### src/rtl/operand_load_ctrl_pkg.sv
// ---------------------------------------------------------------------------
// operand_load_ctrl_pkg
// Shared definitions for the operand load controller and its button
// conditioning sub-module.
//   state_t        : controller state (IDLE waiting for a run press,
//                    EXEC while an add is in flight)
//   DEFAULT_WIDTH  : default operand / result width in bits
//   cnt_width()    : bits needed for a counter that must hold the larger of
//                    two terminal counts
// ---------------------------------------------------------------------------
package operand_load_ctrl_pkg;

   typedef enum logic {
      IDLE = 1'b0,
      EXEC = 1'b1
   } state_t;

   localparam int DEFAULT_WIDTH = 16;

   // Width of a counter able to reach max(a, b) without wrapping.
   function automatic int cnt_width(input int a, input int b);
      int m;
      m = (a > b) ? a : b;
      return $clog2(m + 1);
   endfunction

endpackage

### src/rtl/operand_load_ctrl_button_debounce.sv
// ---------------------------------------------------------------------------
// button_debounce
// Conditions one active-low push-button that is asynchronous to Clk.
// The raw level passes through a two-flop synchroniser. The debounced level
// only changes after DEBOUNCE_CYCLES consecutive synchronised samples that
// disagree with it. Each 1->0 change of the debounced level produces a
// single-cycle press pulse, so a held button gives one event and a release
// gives none.
// Ports:
//   Clk    in  system clock, rising edge
//   Reset  in  asynchronous active-low reset
//   btn_n  in  raw active-low button level
//   press  out one-cycle pulse per accepted press (registered)
// ---------------------------------------------------------------------------
module button_debounce
   import operand_load_ctrl_pkg::*;
#(
   parameter int DEBOUNCE_CYCLES = 4
)
(
   input  logic Clk,
   input  logic Reset,
   input  logic btn_n,
   output logic press
);

   localparam int CW = cnt_width(DEBOUNCE_CYCLES, DEBOUNCE_CYCLES);
   localparam logic [CW-1:0] LAST = CW'(DEBOUNCE_CYCLES - 1);
   localparam logic [CW-1:0] ONE  = CW'(1);

   logic          sync1;
   logic          sync2;
   logic          level;
   logic [CW-1:0] count;

   // Two-flop synchroniser. Both flops reset to 1 so the button reads as
   // released straight out of reset.
   always_ff @(posedge Clk or negedge Reset) begin
      if (!Reset) begin
         sync1 <= 1'b1;
         sync2 <= 1'b1;
      end else begin
         sync1 <= btn_n;
         sync2 <= sync1;
      end
   end

   // Debounce counter and accepted level. Any sample that agrees with the
   // accepted level restarts the count, so only an unbroken run of
   // disagreeing samples flips the level. The flip happens on the sample
   // that would take the count to DEBOUNCE_CYCLES, and the press pulse is
   // registered on that same edge.
   always_ff @(posedge Clk or negedge Reset) begin
      if (!Reset) begin
         level <= 1'b1;
         count <= '0;
         press <= 1'b0;
      end else begin
         press <= 1'b0;
         if (sync2 == level) begin
            count <= '0;
         end else if (count == LAST) begin
            level <= sync2;
            count <= '0;
            press <= ~sync2;
         end else begin
            count <= count + ONE;
         end
      end
   end

endmodule

### src/rtl/operand_load_ctrl.sv
// ---------------------------------------------------------------------------
// operand_load_ctrl
// Front end for the adder datapath. Debounces the LoadB and Run buttons,
// captures the switch value into operand B (LoadB) or A (Run), pulses start,
// waits ADD_LATENCY cycles and then latches the adder's sum and carry.
// Optional build macro: SIGNED_OVF_EN adds the Ovf output (signed overflow
// of the captured add).
// Ports:
//   Clk        in  system clock, rising edge
//   Reset      in  asynchronous active-low reset
//   LoadB      in  active-low button, loads B from SW
//   Run        in  active-low button, loads A from SW and starts an add
//   SW         in  switch operand value
//   A, B       out operands to the adder
//   start      out one-cycle strobe, operands valid and add begins
//   Sum_in     in  adder sum
//   CO_in      in  adder carry-out
//   Result     out captured sum, held until next capture
//   Result_CO  out captured carry
//   Ovf        out captured signed overflow (SIGNED_OVF_EN only)
//   done       out one-cycle pulse coincident with Result update
//   busy       out high while an add is in flight
// ---------------------------------------------------------------------------
module operand_load_ctrl
   import operand_load_ctrl_pkg::*;
#(
   parameter int WIDTH           = DEFAULT_WIDTH,
   parameter int DEBOUNCE_CYCLES = 4,
   parameter int ADD_LATENCY     = 1
)
(
   input  logic             Clk,
   input  logic             Reset,
   input  logic             LoadB,
   input  logic             Run,
   input  logic [WIDTH-1:0] SW,
   output logic [WIDTH-1:0] A,
   output logic [WIDTH-1:0] B,
   output logic             start,
   input  logic [WIDTH-1:0] Sum_in,
   input  logic             CO_in,
   output logic [WIDTH-1:0] Result,
   output logic             Result_CO,
`ifdef SIGNED_OVF_EN
   output logic             Ovf,
`endif
   output logic             done,
   output logic             busy
);

   localparam int CW = cnt_width(DEBOUNCE_CYCLES, ADD_LATENCY);
   localparam logic [CW-1:0] LAT = CW'(ADD_LATENCY);
   localparam logic [CW-1:0] ONE = CW'(1);

   logic          load_ev;
   logic          run_ev;
   state_t        state;
   logic [CW-1:0] cnt;

   button_debounce #(
      .DEBOUNCE_CYCLES (DEBOUNCE_CYCLES)
   ) u_load_btn (
      .Clk   (Clk),
      .Reset (Reset),
      .btn_n (LoadB),
      .press (load_ev)
   );

   button_debounce #(
      .DEBOUNCE_CYCLES (DEBOUNCE_CYCLES)
   ) u_run_btn (
      .Clk   (Clk),
      .Reset (Reset),
      .btn_n (Run),
      .press (run_ev)
   );

   // Controller FSM with all outputs registered.
   // B is reloaded on a LoadB press unless an add is in flight, in which case
   // the press is thrown away so the operands stay stable for the adder. A
   // run press in IDLE loads A and starts the add; since B is written in the
   // same edge, simultaneous presses make the add see the new B. In EXEC the
   // latency counter runs down and the sum is captured on the edge where it
   // reads 1, which also returns to IDLE, so start and done never overlap.
   always_ff @(posedge Clk or negedge Reset) begin
      if (!Reset) begin
         state     <= IDLE;
         cnt       <= '0;
         A         <= '0;
         B         <= '0;
         Result    <= '0;
         Result_CO <= 1'b0;
`ifdef SIGNED_OVF_EN
         Ovf       <= 1'b0;
`endif
         start     <= 1'b0;
         done      <= 1'b0;
         busy      <= 1'b0;
      end else begin
         start <= 1'b0;
         done  <= 1'b0;

         if (load_ev && (state != EXEC)) begin
            B <= SW;
         end

         case (state)
            IDLE: begin
               if (run_ev) begin
                  A     <= SW;
                  start <= 1'b1;
                  busy  <= 1'b1;
                  cnt   <= LAT;
                  state <= EXEC;
               end
            end
            EXEC: begin
               if (cnt == ONE) begin
                  Result    <= Sum_in;
                  Result_CO <= CO_in;
`ifdef SIGNED_OVF_EN
                  Ovf       <= (A[WIDTH-1] == B[WIDTH-1]) &&
                               (Sum_in[WIDTH-1] != A[WIDTH-1]);
`endif
                  done      <= 1'b1;
                  busy      <= 1'b0;
                  cnt       <= '0;
                  state     <= IDLE;
               end else begin
                  cnt <= cnt - ONE;
               end
            end
            default: begin
               state <= IDLE;
            end
         endcase
      end
   end

endmodule
### config.mk
export PLATFORM = sky130hd
export DESIGN_NAME = operand_load_ctrl
export DESIGN_NICKNAME = d
export VERILOG_FILES = /design/src/rtl/operand_load_ctrl_pkg.sv /design/src/rtl/operand_load_ctrl_button_debounce.sv /design/src/rtl/operand_load_ctrl.sv
export SDC_FILE = /design/constraint.sdc
export NUM_CORES = 1
export LEC_CHECK = 0
export CORE_MARGIN = 2
export CORE_UTILIZATION = 45
export DETAILED_ROUTE_END_ITERATION = 8
export GPL_ROUTABILITY_DRIVEN = 1
export PLACE_DENSITY_LB_ADDON = 0.3
export RECOVER_POWER = 100
export SYNTH_ARGS = -nofsm -noshare
export SYNTH_HDL_FRONTEND = slang
export SYNTH_SLANG_ARGS = --single-unit
### constraint.sdc
create_clock -name Clk -period 1.76 [get_ports Clk]
set_input_delay 0.352 -clock Clk [delete_from_list [all_inputs] [get_ports Clk]]
set_output_delay 0.352 -clock Clk [all_outputs]
set_load 0.05 [all_outputs]
## Word level (Yosys, flattened, before mapping)

Cells that the tools add are included.

| word-level totals | value |
|---|---|
| input port bits | 37 |
| bits in registers | 70 |

| cells by class | value |
|---|---|
| multiplexer cells | 20 |
| bitwise logic cells | 5 |
| reductions and logical operators | 6 |
| eq/ne operators | 7 |
| add/sub/neg operators | 3 |

Operators by type and width:

| operator | count |
|---|---|
| $mux 3 | 6 |
| $mux 1 | 11 |
| $reduce_and 2->1 | 5 |
| $add 3x1->3 const B | 2 |
| $eq 3x2->1 const B | 2 |
| $pmux 3 s2 | 1 |
| $not 1->1 | 5 |
| $ne 2x1->1 const B | 2 |
| $pmux 1 s2 | 2 |
| $eq 3x1->1 const B | 1 |
| $sub 3x1->3 const B | 1 |
| $eq 1x1->1 | 2 |
| $logic_and 1x1->1 | 1 |

## Longest topological paths before layout

| logic depth | value |
|---|---|
| depth in word-level cells | 3 |
| gate-level depth with buffers | 6 |
| depth with buffers taken out | 4 |

## By module

From an unflattened synthesis, not the netlist that was laid out.

| unflattened totals | value |
|---|---|
| cells, all modules | 161 |
| area total of the unflattened synthesis | 2676.3 µm² |

By module, submodules not included:

| module | area each (µm²) | cells an instance | times used | sequential area each (µm²) |
|---|---|---|---|---|
| operand_load_ctrl | 2143.3 | 131 | 1 | 1401.3 |
| button_debounce at u_load_btn | 267.8 | 15 | 1 | 178.9 |
| button_debounce at u_run_btn | 265.3 | 15 | 1 | 178.9 |

## Worst setup path before layout

Ideal clock, no wire load.

| path | value |
|---|---|
| path type | flip-flop to flip-flop |
| start point | register cnt[0] |
| end point | register Result[10] |
| required time | 1.635 ns |
| path slack | 0.305 ns |
| data arrival time | 1.330 ns |
| buffers on the path | 2 |
| cell stages (with the launch flop) | 6 |
| cell sequence | dfrtp_1 ha_1 and3b_1 buf_6 buf_12 mux2_4 |

| between the ends | value |
|---|---|
| word-level cells in the longest chain between the ends | 2 |

Ends and longest elaborated chain:

| item | RTL line | text |
|---|---|---|
| from (decl) | operand_load_ctrl.sv:58 | `logic [CW-1:0] cnt;` |
| from (signal assigned) | operand_load_ctrl.sv:130 | `cnt <= cnt - ONE;` |
| $eq 3x1->1 | operand_load_ctrl.sv:118 | `if (cnt == ONE) begin` |
| $reduce_and 2->1 (no line) | -- |  |
| to (signal assigned) | operand_load_ctrl.sv:119 | `Result <= Sum_in;` |
| to (decl) | operand_load_ctrl.sv:42 | `output logic [WIDTH-1:0] Result,` |

Every way passes these cells.
A chain may end at the register's enable or synchronous reset.

## Final worst setup path

| path | value |
|---|---|
| start point | register busy |
| end point | output busy |

RTL lines:

| item | RTL line | text |
|---|---|---|
| from (decl) | operand_load_ctrl.sv:48 | `output logic busy` |
| from (signal assigned) | operand_load_ctrl.sv:98 | `busy <= 1'b0;` |
| from (signal assigned) | operand_load_ctrl.sv:112 | `busy <= 1'b1;` |
| from (signal assigned) | operand_load_ctrl.sv:126 | `busy <= 1'b0;` |

No word-level cell between the ends.

==> out/qor.csv <==
stage,metric,value,unit
pwr,Leak,1.626,nW
logic_synthesis,cell taking the most area after synthesis,dfrtp_1,
floorplan,Die ar.,0.006604,sq mm
finish,Finished Layout Cells,342,
min_path,HP Class,reg2reg,
detailed_routing,DRC violation count after routing,0,
worst_setup_path,Required @ worst endpoint,1410,ps
timing,Max Clk Rate,0.6447,GHz
global_route,grt ovf,0,
job,Max Cap Viol,0,
timing,fin crit period,1551,ps
floorplan,FP Rows,28,
clock_network,CTS root buf,clkbuf_8,
finish,Reg area,0.001759,sq mm
pwr,PwrDens,2025,mW/mm^2
placement,dpl cells,325,
finish,"most common cell after layout, fill and taps aside",dfrtp_1,
logic_synthesis,Mapped Area,0.002686,sq mm
detailed_routing,DRT antenna net count,0,
floorplan,Ports,89,
timing,RSZ-0062 raised after global routing,false,
detailed_routing,routed length per instance,14.53,microns
placement,GPL Wtd Cong,0.7168,
logic_synthesis,syn avg cell area,16.38,sq um
timing,Final period util,88.13,%
logic_synthesis,main area contributors after synthesis,"dfrtp_1, mux2_2, dfstp_2",
pwr,clock power share,24.7,%
pwr,"IR drop worst, VDD",0.0008829,V
pwr,Reg power frac,34.3,%
pwr,Pwr Total,0.007328,W
global_route,initial antenna violation count,0,
timing,skew final,10.36,ps
clock_network,H-tree depth,3,
worst_setup_path,startpoint types,flop,
timing,final setup vio count,0,
clock_network,Post-CTS Resized,0,
pwr,P_int,0.004241,W
finish,Final Core Density,61.85,%
worst_setup_path,crit-path max cell delay,500,ps
timing,max-slew violations,0,
timing,Worst Tran Pin Value,636.4,ps
pwr,Comb pwr share,41.0,%
detailed_routing,number of vias per cell,4.787,
clock_network,TritonCTS buffer count,9,
pwr,switching share of power,42.13,%
pwr,NetSw,0.003088,W
clock_network,Skew-Pair Late Insertion Delay,330,ps
clock_network,CTS tree,done,
finish,"leading cell types in the layout, fill and taps excluded","dfrtp_1, clkbuf_1, mux2_2",
timing,setup TNS,0,ps
floorplan,Die Ht,81.27,microns
logic_synthesis,Cells after Synth,164,
worst_setup_path,endpoint type of the worst setup path,output port,
logic_synthesis,Synthesized Nets,205,
finish,Final Cell Area,0.003618,sq mm
timing,Final Hold Vio Count,0,
clock_network,Worst-path clk slew,70,ps
global_route,gr usage total,15.97,%
finish,# fillers,503,
global_route,first-pass GRT wire length,7845,microns
logic_synthesis,post-synthesis sequential area ratio,65.49,%
detailed_routing,Routed WL,4970,microns
run_status,status,"complete, no violations",
finish,share of cells above drive strength 1,26.22,%
worst_setup_path,Buf/Inv on CP,1,
placement,placed cell areas,0.003548,sq mm
placement,Detail Placement HPWL,3673,microns
finish,Area Growth Syn to Fin,34.70,%
placement,port buffer count,88,
worst_setup_path,crit-path cells,clkbuf_1,
clock_network,clk buf depth,2,
finish,# nets final,303,
worst_setup_path,Crit path arrival time,1200,ps
logic_synthesis,Yosys warnings,0,
global_route,largest net degree at the start of global routing,28,
detailed_routing,DR pass1 iterations,4,
finish,Multi-input gate area,817.0,sq um
timing,normalized max-slew margin,57.75,%
worst_setup_path,maximum net fanout on the critical path,3,
global_route,vias in the first global route,1762,
worst_setup_path,Top delay family on crit path,buffers and inverters,
floorplan,Die Wd,81.27,microns
logic_synthesis,share of the synthesized area in the top cell type,59.62,%
worst_setup_path,critical path type,reg2out,
worst_setup_path,Worst path slowest cell,clkbuf_1,
finish,diode count,0,
clock_network,clock sink count,70,
floorplan,Starting Density,45.92,%
detailed_routing,DR vias,1637,
logic_synthesis,synthesis-stage register bit count,70,
detailed_routing,initial drt markers,54,
floorplan,CORE AREA,0.005851,sq mm
logic_synthesis,Synth cell types,26,
clock_network,"Setup Fix Bufs, Post-CTS",0,
[kinds of logic after synthesis]
kind of cell	share of synthesized area, %
compound gates	0.9779
xor+xnor	0.6522
fa+ha+maj	1.863
buf+inv	2.981
flops	65.49
mux	22.50
simple gates	5.543
[layer usage]
metal | wire length [microns] | share of wire, % | global-route usage (%) | vias up
met5 | 0 | 0 | 0 | -
met4 | 90 | 1.8 | 8.644 | 0
met3 | 253 | 5.1 | 3.778 | 10
met2 | 2577 | 52 | 27.70 | 40
met1 | 2048 | 41 | 18.09 | 826
li1 | - | - | - | 761
[per-stage QoR]
step / hold slack [ps] / setup WS [ps]
after floorplan: 56.41 / 304.8
after global placement: 335.0 / 322.7
after detailed placement: 334.2 / 290.0
after CTS: 357.9 / 286.5
after global routing: 361.0 / 164.8
final: 357.5 / 208.9
[layout make-up]
cell class | count | share of cell area, %
clock buffers | 10 | 3.527
inverters | 4 | 0.4149
flip-flops and latches | 70 | 48.62
well taps | 75 | 2.593
multi-input cells | 83 | 22.58
clock inverters | 6 | 4.357
repair buffers | 94 | 17.91
[cells in the mapped netlist]
cell type	n
mux2_2	43
nor3b_1	2
nor2b_1	6
nor3_1	3
and3b_1	3
ha_1	4
mux2_4	8
inv_1	4
nand4bb_1	1
buf_2	3
o21ai_0	1
a21oi_1	1
buf_12	1
dfrtp_1	64
and2b_2	1
nand2b_1	1
or3b_2	1
xnor2_1	2
o21bai_1	1
a22o_1	1
nand3_1	1
dfstp_2	6
nor2_1	2
buf_4	1
nand3b_1	1
buf_6	2
[flip-flops by register name, indices dropped and copies added (netlist names)]
| register | count |
|---|---|
| A | 16 |
| B | 16 |
| Result | 16 |
| cnt | 3 |
| u_load_btn.count | 3 |
| u_run_btn.count | 3 |
| Result_CO | 1 |
| busy | 1 |
| done | 1 |
| start | 1 |
| state | 1 |
| u_load_btn.level | 1 |
| u_load_btn.press | 1 |
| u_load_btn.sync1 | 1 |
| u_load_btn.sync2 | 1 |
| u_run_btn.level | 1 |
| u_run_btn.press | 1 |
| u_run_btn.sync1 | 1 |
| u_run_btn.sync2 | 1 |
[power by group through the flow]
stage                     clock network (W)  registers [W]  logic, W
after global routing                0.00191        0.00258   0.00317
final                               0.00181        0.00251   0.00301
after global placement                    0        0.00254   0.00349
after CTS                           0.00185        0.00254   0.00355
after floorplan                           0        0.00412  0.000891
after detailed placement                  0        0.00257   0.00353
[final timing paths]
path,cells past startpoint,startpoint,slack [ps],to
hold / removal,0,u_load_btn.sync1$_DFF_PN1_,360,u_load_btn.sync2$_DFF_PN1_
setup reg to reg,5,cnt[1]$_DFFE_PN0P_,310,Result[13]$_DFFE_PN0P_
max in group asynchronous,3,Reset,760,B[12]$_DFFE_PN0P_
hold reg to reg,0,u_load_btn.sync1$_DFF_PN1_,360,u_load_btn.sync2$_DFF_PN1_
setup / recovery,1,busy$_DFFE_PN0P_,210,busy
min in group asynchronous,2,Reset,510,A[5]$_DFFE_PN0P_
[what timing repair did]
item / 4_1_cts / 5_1_grt
hold buffers: 1 / 0
setup endpoints to repair: 0 / 0
hold endpoints to repair: 11 / 0
No activity file was read; power rests on OpenSTA's default activity.
